===== config.mk =====
export PLATFORM = sky130hd
export DESIGN_NAME = btb_ctrl
export DESIGN_NICKNAME = d
export VERILOG_FILES = /design/src/rtl/btb_pkg.sv /design/src/rtl/btb_sat_cnt.sv /design/src/rtl/btb_ctrl.sv
export SDC_FILE = /design/constraint.sdc
export NUM_CORES = 1
export LEC_CHECK = 0
export BUFFER_PORTS_ARGS = -buffer_cell sky130_fd_sc_hd__buf_2
export CAP_MARGIN = 20
export CORE_MARGIN = 2
export CORE_UTILIZATION = 30
export CTS_BUF_LIST = sky130_fd_sc_hd__clkbuf_8
export CTS_CLUSTER_DIAMETER = 200
export DETAILED_ROUTE_END_ITERATION = 16
export PLACE_DENSITY = 0.82
export SLEW_MARGIN = 15
export SYNTH_ARGS = -nofsm -noshare
export SYNTH_HDL_FRONTEND = slang
export SYNTH_HIERARCHICAL = 1
export SYNTH_SLANG_ARGS = --single-unit

===== constraint.sdc =====
create_clock -name i_clk -period 2.1 [get_ports i_clk]
set_input_delay 0.21 -clock i_clk [delete_from_list [all_inputs] [get_ports i_clk]]
set_output_delay 0.21 -clock i_clk [all_outputs]
set_load 0.005 [all_outputs]

===== src/rtl/btb_pkg.sv =====
// Shared types and register map for the BTB controller.
package btb_pkg;

  typedef enum logic [1:0] {
    StInit,
    StFlush,
    StIdle
  } btb_state_e;

  localparam logic [1:0] REG_CTRL   = 2'd0;
  localparam logic [1:0] REG_STATUS = 2'd1;
  localparam logic [1:0] REG_HIT    = 2'd2;
  localparam logic [1:0] REG_MISP   = 2'd3;

  localparam int unsigned CTRL_EN_BIT    = 0;
  localparam int unsigned CTRL_FLUSH_BIT = 1;
  localparam int unsigned STAT_BUSY_BIT  = 0;
  localparam int unsigned STAT_EN_BIT    = 1;

endpackage


===== src/rtl/btb_sat_cnt.sv =====
// 16-bit saturating event counter; clear has priority over increment.
module btb_sat_cnt (
  input  logic        i_clk,
  input  logic        i_rst,
  input  logic        i_inc,
  input  logic        i_clr,
  output logic [15:0] o_cnt
);

  logic [15:0] r_cnt;

  always_ff @(posedge i_clk) begin
    if (i_rst || i_clr) begin
      r_cnt <= '0;
    end else if (i_inc && (r_cnt != 16'hFFFF)) begin
      r_cnt <= r_cnt + 16'd1;
    end
  end

  assign o_cnt = r_cnt;

endmodule


===== src/rtl/btb_ctrl.sv =====
// BTB controller: enable, invalidation sweeps, write-port arbitration and MMIO registers.
// Statistics counters are built only when BTB_STATS_EN is defined.
module btb_ctrl
  import btb_pkg::*;
#(
  parameter int unsigned ENTRIES   = 16,
  parameter int unsigned ADDR_W    = 16,
  parameter logic [15:0] BASE_ADDR = 16'hC010,
  parameter logic        EN_RST    = 1'b0,
  localparam int unsigned IDX_W    = $clog2(ENTRIES),
  localparam int unsigned TAG_W    = ADDR_W - IDX_W
) (
  input  logic              i_clk,
  input  logic              i_rst,
  input  logic [15:0]       i_mm_addr,
  input  logic              i_mm_we,
  input  logic              i_mm_re,
  input  logic [15:0]       i_mm_wdata,
  output logic [15:0]       o_mm_rdata,
  input  logic              i_upd_vld,
  input  logic [ADDR_W-1:0] i_upd_pc,
  input  logic [ADDR_W-1:0] i_upd_target,
  input  logic              i_upd_taken,
  input  logic              i_upd_mispred,
  input  logic              i_lookup_hit,
  output logic              o_btb_en,
  output logic              o_btb_we,
  output logic [IDX_W-1:0]  o_btb_widx,
  output logic [TAG_W-1:0]  o_btb_wtag,
  output logic [ADDR_W-1:0] o_btb_wtarget,
  output logic              o_btb_wvalid,
  output logic              o_busy
);

  btb_state_e       r_state;
  logic [IDX_W-1:0] r_sweep_idx;
  logic             r_en;

  logic [15:0] w_off;
  logic        w_sel;
  logic [1:0]  w_reg;
  logic        w_ctrl_wr;
  logic        w_idle;
  logic        w_btb_en;
  logic [15:0] w_hit_cnt;
  logic [15:0] w_misp_cnt;
  logic        unused_in;

  // Offset subtraction wraps, so addresses below the base fall outside the window.
  assign w_off     = i_mm_addr - BASE_ADDR;
  assign w_sel     = (w_off[15:2] == 14'd0);
  assign w_reg     = w_off[1:0];
  assign w_ctrl_wr = i_mm_we && w_sel && (w_reg == REG_CTRL);
  assign w_idle    = (r_state == StIdle);
  assign w_btb_en  = r_en && w_idle;

  always_ff @(posedge i_clk) begin
    if (i_rst) begin
      r_state     <= StInit;
      r_sweep_idx <= '0;
      r_en        <= EN_RST;
    end else begin
      if (w_ctrl_wr) r_en <= i_mm_wdata[CTRL_EN_BIT];
      case (r_state)
        StInit: begin
          r_state     <= StFlush;
          r_sweep_idx <= '0;
        end
        StFlush: begin
          r_sweep_idx <= r_sweep_idx + 1'b1;
          if (r_sweep_idx == IDX_W'(ENTRIES - 1)) r_state <= StIdle;
        end
        StIdle: begin
          if (w_ctrl_wr && i_mm_wdata[CTRL_FLUSH_BIT]) begin
            r_state     <= StFlush;
            r_sweep_idx <= '0;
          end
        end
        default: r_state <= StInit;
      endcase
    end
  end

  // The sweep owns the write port; resolve updates get it only when the BTB is live.
  always_comb begin
    o_btb_we      = 1'b0;
    o_btb_widx    = '0;
    o_btb_wtag    = '0;
    o_btb_wtarget = '0;
    o_btb_wvalid  = 1'b0;
    if (r_state == StFlush) begin
      o_btb_we   = 1'b1;
      o_btb_widx = r_sweep_idx;
    end else if (w_btb_en && i_upd_vld) begin
      o_btb_we      = 1'b1;
      o_btb_widx    = i_upd_pc[IDX_W-1:0];
      o_btb_wtag    = i_upd_pc[ADDR_W-1:IDX_W];
      o_btb_wtarget = i_upd_target;
      o_btb_wvalid  = i_upd_taken;
    end
  end

`ifdef BTB_STATS_EN
  btb_sat_cnt u_hit_cnt (
    .i_clk (i_clk),
    .i_rst (i_rst),
    .i_inc (i_lookup_hit && w_btb_en),
    .i_clr (i_mm_we && w_sel && (w_reg == REG_HIT)),
    .o_cnt (w_hit_cnt)
  );

  btb_sat_cnt u_misp_cnt (
    .i_clk (i_clk),
    .i_rst (i_rst),
    .i_inc (i_upd_vld && i_upd_mispred && w_btb_en),
    .i_clr (i_mm_we && w_sel && (w_reg == REG_MISP)),
    .o_cnt (w_misp_cnt)
  );

  assign unused_in = ^i_mm_wdata[15:2];
`else
  assign w_hit_cnt  = '0;
  assign w_misp_cnt = '0;
  assign unused_in  = ^{i_mm_wdata[15:2], i_lookup_hit, i_upd_mispred};
`endif

  always_comb begin
    o_mm_rdata = '0;
    if (i_mm_re && w_sel) begin
      case (w_reg)
        REG_CTRL:   o_mm_rdata[CTRL_EN_BIT] = r_en;
        REG_STATUS: begin
          o_mm_rdata[STAT_BUSY_BIT] = !w_idle;
          o_mm_rdata[STAT_EN_BIT]   = w_btb_en;
        end
        REG_HIT:    o_mm_rdata = w_hit_cnt;
        REG_MISP:   o_mm_rdata = w_misp_cnt;
        default:    o_mm_rdata = '0;
      endcase
    end
  end

  assign o_btb_en = w_btb_en;
  assign o_busy   = !w_idle;

endmodule


==> out/summary.txt <==
Startpoint Class: input pin
switching part of the total: 0.233
Multi-input gate area: 607 um^2
I/O Pins: 124
status: finished, final reports clean
Final Power: 0.407 mW
Ys Warns: 6
RSZ-0062 raised after global routing: false
Die Y-Extent: 56.5 um
top-area cell type share of the netlist area: 0.227
commonest cells after routing, fill and taps aside: buf_2, and2_1, conb_1, dfxtp_1, nand2_1
WHS Path Cells: 2
DP HPWL: 1960 um
Post-Synthesis Cells: 111
Period Utilization, post-route: 0.877
Congestion Overflow GR: 0
routed vias: 1,070
WL per Instance: 9.89 um
largest family of logic cells by synthesized area: simple AND/OR/NAND/NOR gates
Static Leak: 0.767 nW
sequential share of the synthesized area: 0.170
Syn Area/Cell: 7.44 um^2
Final Net Count: 280
hold_sp: i_rst
Synth cell types: 35
Comb power frac: 0.200
Via-to-Cell Ratio: 4.51
Synth area leaders: and2_1, dfxtp_1, buf_4
first-pass GRT wire length: 3510 um
max-slew violations: 0
Sink Count: 7
crit path capture type: output pin
worst r2r path cells: 5
setup TNS: 0 ps
cell area after synthesis: 826 um^2
leading area contributor after synthesis: and2_1
Port Buf Inserts: 93
full die area: 0.00319 mm^2
Post-route DRC: 0
Clock Tree Root: clkbuf_8
compound-cell area share of the yosys netlist: 0.158
worst skew pair latency: 230 ps
critical path arrival: 1630 ps
flop2flop setup slack: 970 ps
# diodes: 0
drt initial violations: 49
# setup viols final: 0
CP max FO: 3
count of hold buffers inserted by post-cts repair: 0
TritonRoute pass-1 iters: 2
share of layout cells above drive strength 1: 0.515
Num CTS Buffers: 3
DRT Wirelength: 2340 um
htree depth: 1
max incr delay on CP: 540 ps
Worst R2R End: r_sweep_idx[2]
clock power share: 0.456
Final ANT Viol Nets: 0
largest net degree at the start of global routing: 35
Setup Skew: 1.56 ps
GP Congestion: 0.706
slowest CP cell: or4b_4
HP Class: input pin to register
Sw Pwr: 0.0950 mW
Power Dens Cells: 306 mW/mm^2
Setup CP Type: input pin to output pin
Worst R2R Start: r_sweep_idx[0]
Starting Density: 0.307
area grow syn2layout: 61.1%
CTS tree: done
final worst slack: 259 ps
Post-Synth Simple-Gate Area: 0.477
Worst Hold End: r_state[1]
Post CTS Setup Buffer Count: 0
Max Cap Violations: 0
antenna violations before repair: 0
vias in the first global route: 890
most common cell after layout, fill and taps aside: buf_2
Synth Area in XOR/XNOR: 0.0212
Worst EP required: 1890 ps
Fin. Hold Viols: 0
Seq pwr share: 0.344
Post-Synth Adder-Cell Area: 0.0152
Die Wd: 56.5 um
# resized after CTS: 0
Max Clock Freq: 543 MHz
Sequential cell area: 140 um^2
GRT Util Overall: 0.137
num rows: 19
fillers: 289
worst path cell trace: buf_2, or4b_4, nor4_2, nand2_1, a211oi_1, buf_2
most common cell type on the critical path: buf_2
Period minus WS final: 1840 ps
mux cell area share after synthesis: 0
Peak VDD IR: 0.000301 V
Worst-path clk slew: 40 ps
pre-CTS setup slack: 256 ps
Internal: 0.312 mW
core region area: 0.00269 mm^2
Clock Path Buffers: 2
Seq cells post-synth: 7
## cell usage after synthesis
| master | instances |
|---|---|
| conb_1 | 1 |
| or2_2 | 2 |
| and3_1 | 2 |
| a22o_1 | 4 |
| o31ai_1 | 1 |
| nand3b_1 | 3 |
| nand2b_1 | 2 |
| clkbuf_1 | 5 |
| ha_1 | 1 |
| nand2_1 | 6 |
| dfxtp_1 | 7 |
| or3_1 | 1 |
| a21o_1 | 1 |
| a211oi_1 | 1 |
| xnor2_1 | 1 |
| nor2b_1 | 3 |
| nand3_1 | 1 |
| inv_1 | 1 |
| nor2_1 | 3 |
| nor4_1 | 1 |
| nor4_2 | 1 |
| xor2_1 | 1 |
| or4b_4 | 1 |
| and2_1 | 30 |
| o211ai_1 | 3 |
| a21oi_1 | 5 |
| nand4b_1 | 1 |
| o21ai_0 | 1 |
| or4_1 | 1 |
| or4_4 | 2 |
| a31oi_1 | 1 |
| o21ai_1 | 1 |
| buf_4 | 14 |
| a221oi_1 | 1 |
| or4bb_1 | 1 |
## registers in the layout, summed over array words and instances, names as in the netlist
signal	flops
r_sweep_idx	4
r_en	1
r_state	2
## worst max-delay path by stage
stage                             from             to  slack (ps)  cells after the start
after floorplan           i_mm_addr[3]  o_mm_rdata[0]         400                      4
after global placement    i_mm_addr[3]  o_mm_rdata[0]         240                      6
after detailed placement  i_mm_addr[3]  o_mm_rdata[0]         260                      6
after CTS                 i_mm_addr[3]  o_mm_rdata[0]         250                      6
after global routing      i_mm_addr[3]  o_mm_rdata[0]         100                      6
final                     i_mm_addr[3]  o_mm_rdata[0]         260                      6
## power groups by stage
stage               registers [mW]  logic [mW]  clock network [mW]
finish                       0.140      0.0813               0.185
global route                 0.141      0.0919               0.204
CTS                          0.140      0.0816               0.191
detailed placement           0.142      0.0817                   0
global placement             0.142      0.0797                   0
floorplan                    0.141      0.0438                   0
## metal layers
| layer | vias up | part of all wire | GRT usage |
|---|---|---|---|
| met3 | 4 | 0.15 | 0.0507 |
| met5 | - | 0 | 0 |
| met1 | 448 | 0.37 | 0.144 |
| li1 | 545 | - | - |
| met4 | 0 | 0.015 | 0.0612 |
| met2 | 73 | 0.46 | 0.239 |
## critical path: cells and delay by family
| family | cells | cell delay [ps] |
|---|---|---|
| buffers and inverters | 2 | 240 |
| AO/OA/AOI/OAI | 1 | 210 |
| AND/OR/NAND/NOR | 3 | 980 |
## stage by stage
| step | utilization | instance area [um^2] | std cells | hold WS, ps |
|---|---|---|---|---|
| floorplan | - | 875 | 124 | 279 |
| global placement | 0.478 | 1280 | 233 | 471 |
| detailed placement | 0.478 | 1280 | 233 | 483 |
| CTS | 0.495 | 1330 | 237 | 237 |
| global route | 0.495 | 1330 | 237 | 258 |
| finish | 0.495 | 1330 | 237 | 246 |
## kinds of logic (layout without fill, tap and decap cells)
kind of cell,after synthesis,in the layout
adders and majority gates,1,1
buffers and inverters,20,102
other,1,14
xor gates and xnor gates,2,2
and+or+nand+nor,61,61
AOI/OAI and AO/OA,19,19
DFF,7,7
## cell type report
type	instances	share of cell area
multi-input cells	97	0.456
inverters	1	0.00282
well taps	31	0.0292
clock buffers	3	0.0310
clock inverters	1	0.00282
flip-flops and latches	7	0.105
repair buffers	97	0.373
Note: power is estimated with default switching activity, not from simulation.
